<file path="src/rtl/seg7_hex_writer.sv">
// Avalon-MM master: latches a packed hex value and writes one 7-segment pattern per digit.
// Latency: writes on cycles 1..SEG7_NUM after start, done on SEG7_NUM+1; +1 cycle per waitrequest cycle.
// Backpressure: address/data held while m_waitrequest is high; start ignored while busy.
module seg7_hex_writer #(
    parameter int SEG7_NUM            = 8,
    parameter int ADDR_WIDTH          = 3,
    parameter int BLANK_LEADING_ZEROS = 0
) (
    input  logic                    s_clk,
    input  logic                    s_reset,
    input  logic [SEG7_NUM*4-1:0]   value_in,
    input  logic [SEG7_NUM-1:0]     dp_in,
    input  logic                    start,
    output logic                    busy,
    output logic                    done,
    output logic [ADDR_WIDTH-1:0]   m_address,
    output logic                    m_write,
    output logic [7:0]              m_writedata,
    input  logic                    m_waitrequest
);

    typedef enum logic {
        ST_IDLE  = 1'b0,
        ST_WRITE = 1'b1
    } state_t;

    state_t                  r_state;
    state_t                  w_state_nxt;
    logic [ADDR_WIDTH-1:0]   r_idx;
    logic [ADDR_WIDTH-1:0]   w_idx_nxt;
    logic [SEG7_NUM*4-1:0]   r_value;
    logic [SEG7_NUM*4-1:0]   w_value_nxt;
    logic [SEG7_NUM-1:0]     r_dp;
    logic [SEG7_NUM-1:0]     w_dp_nxt;
    logic                    r_done;
    logic                    w_done_nxt;
    logic                    w_last;
    logic [3:0]              w_nib;
    logic                    w_blank;
    logic [SEG7_NUM-1:0]     w_blank_vec;
    logic                    w_zero_run;

    function automatic logic [6:0] f_hex2seg(input logic [3:0] nib);
        logic [6:0] seg;
        case (nib)
            4'h0: seg = 7'h3F;
            4'h1: seg = 7'h06;
            4'h2: seg = 7'h5B;
            4'h3: seg = 7'h4F;
            4'h4: seg = 7'h66;
            4'h5: seg = 7'h6D;
            4'h6: seg = 7'h7D;
            4'h7: seg = 7'h07;
            4'h8: seg = 7'h7F;
            4'h9: seg = 7'h6F;
            4'hA: seg = 7'h77;
            4'hB: seg = 7'h7C;
            4'hC: seg = 7'h39;
            4'hD: seg = 7'h5E;
            4'hE: seg = 7'h79;
            default: seg = 7'h71;
        endcase
        return seg;
    endfunction

    // Digit i is blank when it and every higher nibble are zero; digit 0 never blanks.
    always_comb begin
        w_blank_vec = '0;
        w_zero_run  = 1'b1;
        for (int i = SEG7_NUM - 1; i > 0; i--) begin
            w_zero_run     = w_zero_run && (r_value[i*4 +: 4] == 4'h0);
            w_blank_vec[i] = w_zero_run;
        end
    end

    assign w_nib   = 4'(r_value >> {r_idx, 2'b00});
    assign w_blank = (BLANK_LEADING_ZEROS != 0) && w_blank_vec[r_idx];
    assign w_last  = (r_idx == ADDR_WIDTH'(SEG7_NUM - 1));

    always_ff @(posedge s_clk) begin
        if (s_reset) begin
            r_state <= ST_IDLE;
            r_idx   <= '0;
            r_value <= '0;
            r_dp    <= '0;
            r_done  <= 1'b0;
        end else begin
            r_state <= w_state_nxt;
            r_idx   <= w_idx_nxt;
            r_value <= w_value_nxt;
            r_dp    <= w_dp_nxt;
            r_done  <= w_done_nxt;
        end
    end

    always_comb begin
        w_state_nxt = r_state;
        w_idx_nxt   = r_idx;
        w_value_nxt = r_value;
        w_dp_nxt    = r_dp;
        w_done_nxt  = 1'b0;
        busy        = 1'b0;
        m_write     = 1'b0;
        m_address   = '0;
        m_writedata = 8'h00;
        case (r_state)
            ST_IDLE: begin
                if (start) begin
                    w_state_nxt = ST_WRITE;
                    w_idx_nxt   = '0;
                    w_value_nxt = value_in;
                    w_dp_nxt    = dp_in;
                end
            end
            ST_WRITE: begin
                busy        = 1'b1;
                m_write     = 1'b1;
                m_address   = r_idx;
                m_writedata = {r_dp[r_idx], (w_blank ? 7'h00 : f_hex2seg(w_nib))};
                if (!m_waitrequest) begin
                    if (w_last) begin
                        w_state_nxt = ST_IDLE;
                        w_idx_nxt   = '0;
                        w_done_nxt  = 1'b1;
                    end else begin
                        w_idx_nxt = r_idx + 1'b1;
                    end
                end
            end
            default: w_state_nxt = ST_IDLE;
        endcase
    end

    assign done = r_done;

endmodule

</file>
<file path="config.mk">
export PLATFORM = sky130hd
export DESIGN_NAME = seg7_hex_writer
export DESIGN_NICKNAME = d
export VERILOG_FILES = /design/src/rtl/seg7_hex_writer.sv
export SDC_FILE = /design/constraint.sdc
export NUM_CORES = 1
export LEC_CHECK = 0
export CAP_MARGIN = 20
export CORE_ASPECT_RATIO = 1.75
export CORE_MARGIN = 2
export CORE_UTILIZATION = 52
export DETAILED_ROUTE_END_ITERATION = 10
export PLACE_DENSITY = 0.85
export SKIP_CTS_REPAIR_TIMING = 1
export SLEW_MARGIN = 0
export SYNTH_ARGS = -nofsm -noshare
export SYNTH_HDL_FRONTEND = slang
export SYNTH_SLANG_ARGS = --single-unit
</file>
<file path="constraint.sdc">
create_clock -name s_clk -period 3.89 [get_ports s_clk]
set_input_delay 0.389 -clock s_clk [delete_from_list [all_inputs] [get_ports s_clk]]
set_output_delay 0.389 -clock s_clk [all_outputs]
set_load 0.01 [all_outputs]
</file>
==> PnR_summary.wiki <==
{| class="wikitable"
! Metric !! Value
|-
| DR vias/cell || 5.46
|-
| Max-slew headroom || 0.629
|-
| Proportion of layout cells with a drive suffix above 1 || 0.0984
|-
| Area growth from synthesis to layout || 32.2%
|-
| Fillcell total || 325
|-
| Seq/Total Area, Yosys || 0.410
|-
| CP cell instances || mux4_2 -> mux2i_1 -> ha_1 -> mux2_4 -> a221oi_2 -> clkdlybuf4s50_1
|-
| Count leader, synth || sky130_fd_sc_hd__nand2_1
|-
| Post-synth net total || 308
|-
| Async set-or-reset flop fraction in the synthesized netlist || 0
|-
| TritonCTS clock tree || yes
|-
| Setup violations, final || 0
|-
| Antenna violations before repair || 0
|-
| Area of the mapped netlist || 2200 µm²
|-
| Starting density of the core || 0.535
|-
| Pin count of the biggest net entering global routing || 46
|-
| CP Data Arrival Time || 3.29 ns
|-
| Cell Rows || 31
|-
| Number of distinct library cells after synthesis || 27
|-
| Aggregate global routing overflow || 0
|-
| Max Fanout on Critical Path || 11
|-
| Reg2Reg Setup Slack || 2.32 ns
|-
| Die Footprint || 4780 µm²
|-
| Kind of end point of the critical path || output pin
|-
| Reg-to-Reg Start || r_idx[0]
|-
| Top_reg_cell synth || sky130_fd_sc_hd__dfxtp_1
|-
| Cell type contributing the most total cell area after synthesis || sky130_fd_sc_hd__dfxtp_1
|-
| Largest stage delay on the critical path || 0.58 ns
|-
| Number of vias in the routed layout || 1,933
|-
| Count of port buffers added during placement || 57
|-
| Area fraction of the dominant cell type after synthesis || 0.410
|-
| Synthesized area per cell || 8.59 µm²
|-
| Final critical delay including setup and external delays || 3.68 ns
|-
| Final routed wire length divided by cell count || 14.2 µm
|-
| Endpoint of the most critical setup path || m_writedata[1]
|-
| Number of slew-limit violations in the final report || 0
|-
| P per Cell Area || 378 nW/µm²
|-
| Mapped Cells || 256
|-
| Number of enable-type register cells in the synthesized netlist || 0
|-
| Worst-case clock skew || 0.00538 ns
|-
| Hold path cells || 2
|-
| Boundary Pins || 58
|-
| Leading cell types by count after synthesis || sky130_fd_sc_hd__nand2_1 (84), sky130_fd_sc_hd__dfxtp_1 (45), sky130_fd_sc_hd__a21oi_1 (41)
|-
| Largest buffer count on any clock path || 2
|-
| Critical path startpoint category || flip-flop
|-
| Pre-CTS worst setup slack || 0.379 ns
|-
| Largest vdd supply drop || 0.280 mV
|-
| FF-to-FF path depth || 6
|-
| Cts bufs inserted || 5
|-
| Max Clk Rate || 271 MHz
|-
| Cell at the root of the clock tree || sky130_fd_sc_hd__clkbuf_8
|-
| Number of antenna cells inserted || 0
|-
| Outcome || completed
|-
| WL final || 5030 µm
|-
| Critical path depth || 6
|-
| Detailed placement HPWL || 3460 µm
|-
| DIE HEIGHT || 90.0 µm
|-
| Highest-delay cell along the critical path || sky130_fd_sc_hd__clkdlybuf4s50_1
|-
| Worst r2r dst || r_idx[0]
|-
| Post-CTS clock slew at the launch and capture registers of the worst setup and hold paths || 0.08 ns
|-
| Core region area || 4110 µm²
|-
| Worst Tran Pin Value || 0.540 ns
|-
| H-tree depth reported by CTS || 2
|-
| Unrepaired setup endpoints after global routing || false
|-
| Multi-input logic area || 1190 µm²
|-
| Number of DRC markers after the initial detailed-route iteration || 54
|-
| Flops & latches, synth || 45
|-
| Top post-synthesis cells by area || sky130_fd_sc_hd__dfxtp_1 (41%), sky130_fd_sc_hd__nand2_1 (14%), sky130_fd_sc_hd__a21oi_1 (9.3%)
|-
| Routability-driven placement congestion ratio || 0.758
|-
| Static Leak || 0.00110 µW
|-
| Final hold violations || 0
|-
| Critical path start-end classification || reg2out
|-
| Final worst path period share || 0.947
|-
| Global Route Usage Sum || 0.235
|-
| Max-capacitance violation count || 0
|-
| Skew-Pair Late Insertion Delay || 0.30 ns
|-
| Family of cells with the greatest summed delay on the critical path || multiplexers
|-
| Setup TNS || 0 ns
|-
| DR pass1 iterations || 4
|-
| Clock net sink count || 45
|-
| Worst path buffer plus inverter count || 1
|-
| Kind of path behind the tightest hold check || reg2reg
|-
| Global-route wire length before repair || 8330 µm
|-
| # DRC || 0
|-
| Die boundary width || 53.2 µm
|-
| Total of warnings raised by yosys || 0
|-
| WP data required || 3.50 ns
|-
| Total area of sequential cells || 902 µm²
|-
| Worst setup margin || 0.206 ns
|-
| Worst setup startpoint || r_idx[0]
|-
| Via count of the first global-routing pass || 1,854
|-
| Final net count || 356
|-
| Antenna Nets Post-Route || 0
|}
-- kinds of logic (layout without fill, tap and decap cells) --
| kind of cell | count (synthesis) | in the layout | share of synthesized area |
|---|---|---|---|
| simple gates | 99 | 99 | 0.177 |
| compound gates | 54 | 54 | 0.143 |
| mux | 25 | 25 | 0.174 |
| flops | 45 | 45 | 0.410 |
| buf+inv | 25 | 74 | 0.0506 |
| fa+ha+maj | 8 | 8 | 0.0455 |
-- stage by stage --
stage / hold WS, ns / total power [µW] / utilization / instances / area [µm²]
after global placement: 0.440 / 689 / 0.674 / 346 / 2770
after global routing: 0.475 / 1140 / 0.707 / 354 / 2910
after floorplan: 0.432 / 613 / - / 256 / 2200
after detailed placement: 0.447 / 694 / 0.674 / 346 / 2770
final: 0.456 / 1100 / 0.707 / 354 / 2910
after CTS: 0.458 / 1100 / 0.706 / 354 / 2900
-- sequential cells by signal, indices dropped and copies added (netlist names) --
signal	cells
done	1
r_value	32
r_state	1
r_idx	3
r_dp	8
-- worst reg2reg max path: stages, from the launching register on --
cell,delay [ns]
sky130_fd_sc_hd__dfxtp_2,0.52
sky130_fd_sc_hd__buf_4,0.23
sky130_fd_sc_hd__ha_1,0.18
sky130_fd_sc_hd__ha_1,0.22
sky130_fd_sc_hd__nor2_1,0.07
sky130_fd_sc_hd__a22oi_1,0.18
sky130_fd_sc_hd__nor2_1,0.05
-- power breakdown --
group | internal (µW) | switching [µW] | total [µW]
Sequential | 485 | 18.9 | 504
Combinational | 101 | 80.6 | 182
Clock | 255 | 157 | 412
-- area by class of cell --
| type | instances | share of cell area |
|---|---|---|
| timing repair buffer | 61 | 0.207 |
| multi-input combinational | 186 | 0.409 |
| sequential | 45 | 0.311 |
| clock inverter | 3 | 0.0224 |
| clock buffer | 5 | 0.0237 |
| tap | 49 | 0.0211 |
| inverter | 5 | 0.00646 |
-- cells in the final DEF (no fill, tap or decap), types with 4 or more instances in the layout --
master,n
sky130_fd_sc_hd__mux4_2,9
sky130_fd_sc_hd__clkdlybuf4s50_1,57
sky130_fd_sc_hd__clkbuf_8,5
sky130_fd_sc_hd__mux2_1,5
sky130_fd_sc_hd__buf_4,4
sky130_fd_sc_hd__nor2_1,9
sky130_fd_sc_hd__ha_1,8
sky130_fd_sc_hd__inv_1,4
sky130_fd_sc_hd__a21oi_1,41
sky130_fd_sc_hd__nand2_1,84
sky130_fd_sc_hd__mux2i_1,7
sky130_fd_sc_hd__dfxtp_1,44
-- per-layer routing --
layer	wire length, µm	share of wire	GRT usage
met1	1990	0.39	0.262
met2	2730	0.54	0.405
met4	109	0.022	0.103
met3	204	0.041	0.0532
met5	0	0	0
-- worst min path at each step --
stage                startpoint  slack, ns           to
CTS                 r_value[24]       0.46  r_value[24]
floorplan           r_value[11]       0.43  r_value[11]
finish              r_value[24]       0.46  r_value[24]
detailed placement      r_dp[2]       0.45      r_dp[2]
global placement        r_dp[3]       0.44      r_dp[3]
global route        r_value[18]       0.47  r_value[18]
Note: power is estimated with default switching activity, not from simulation.
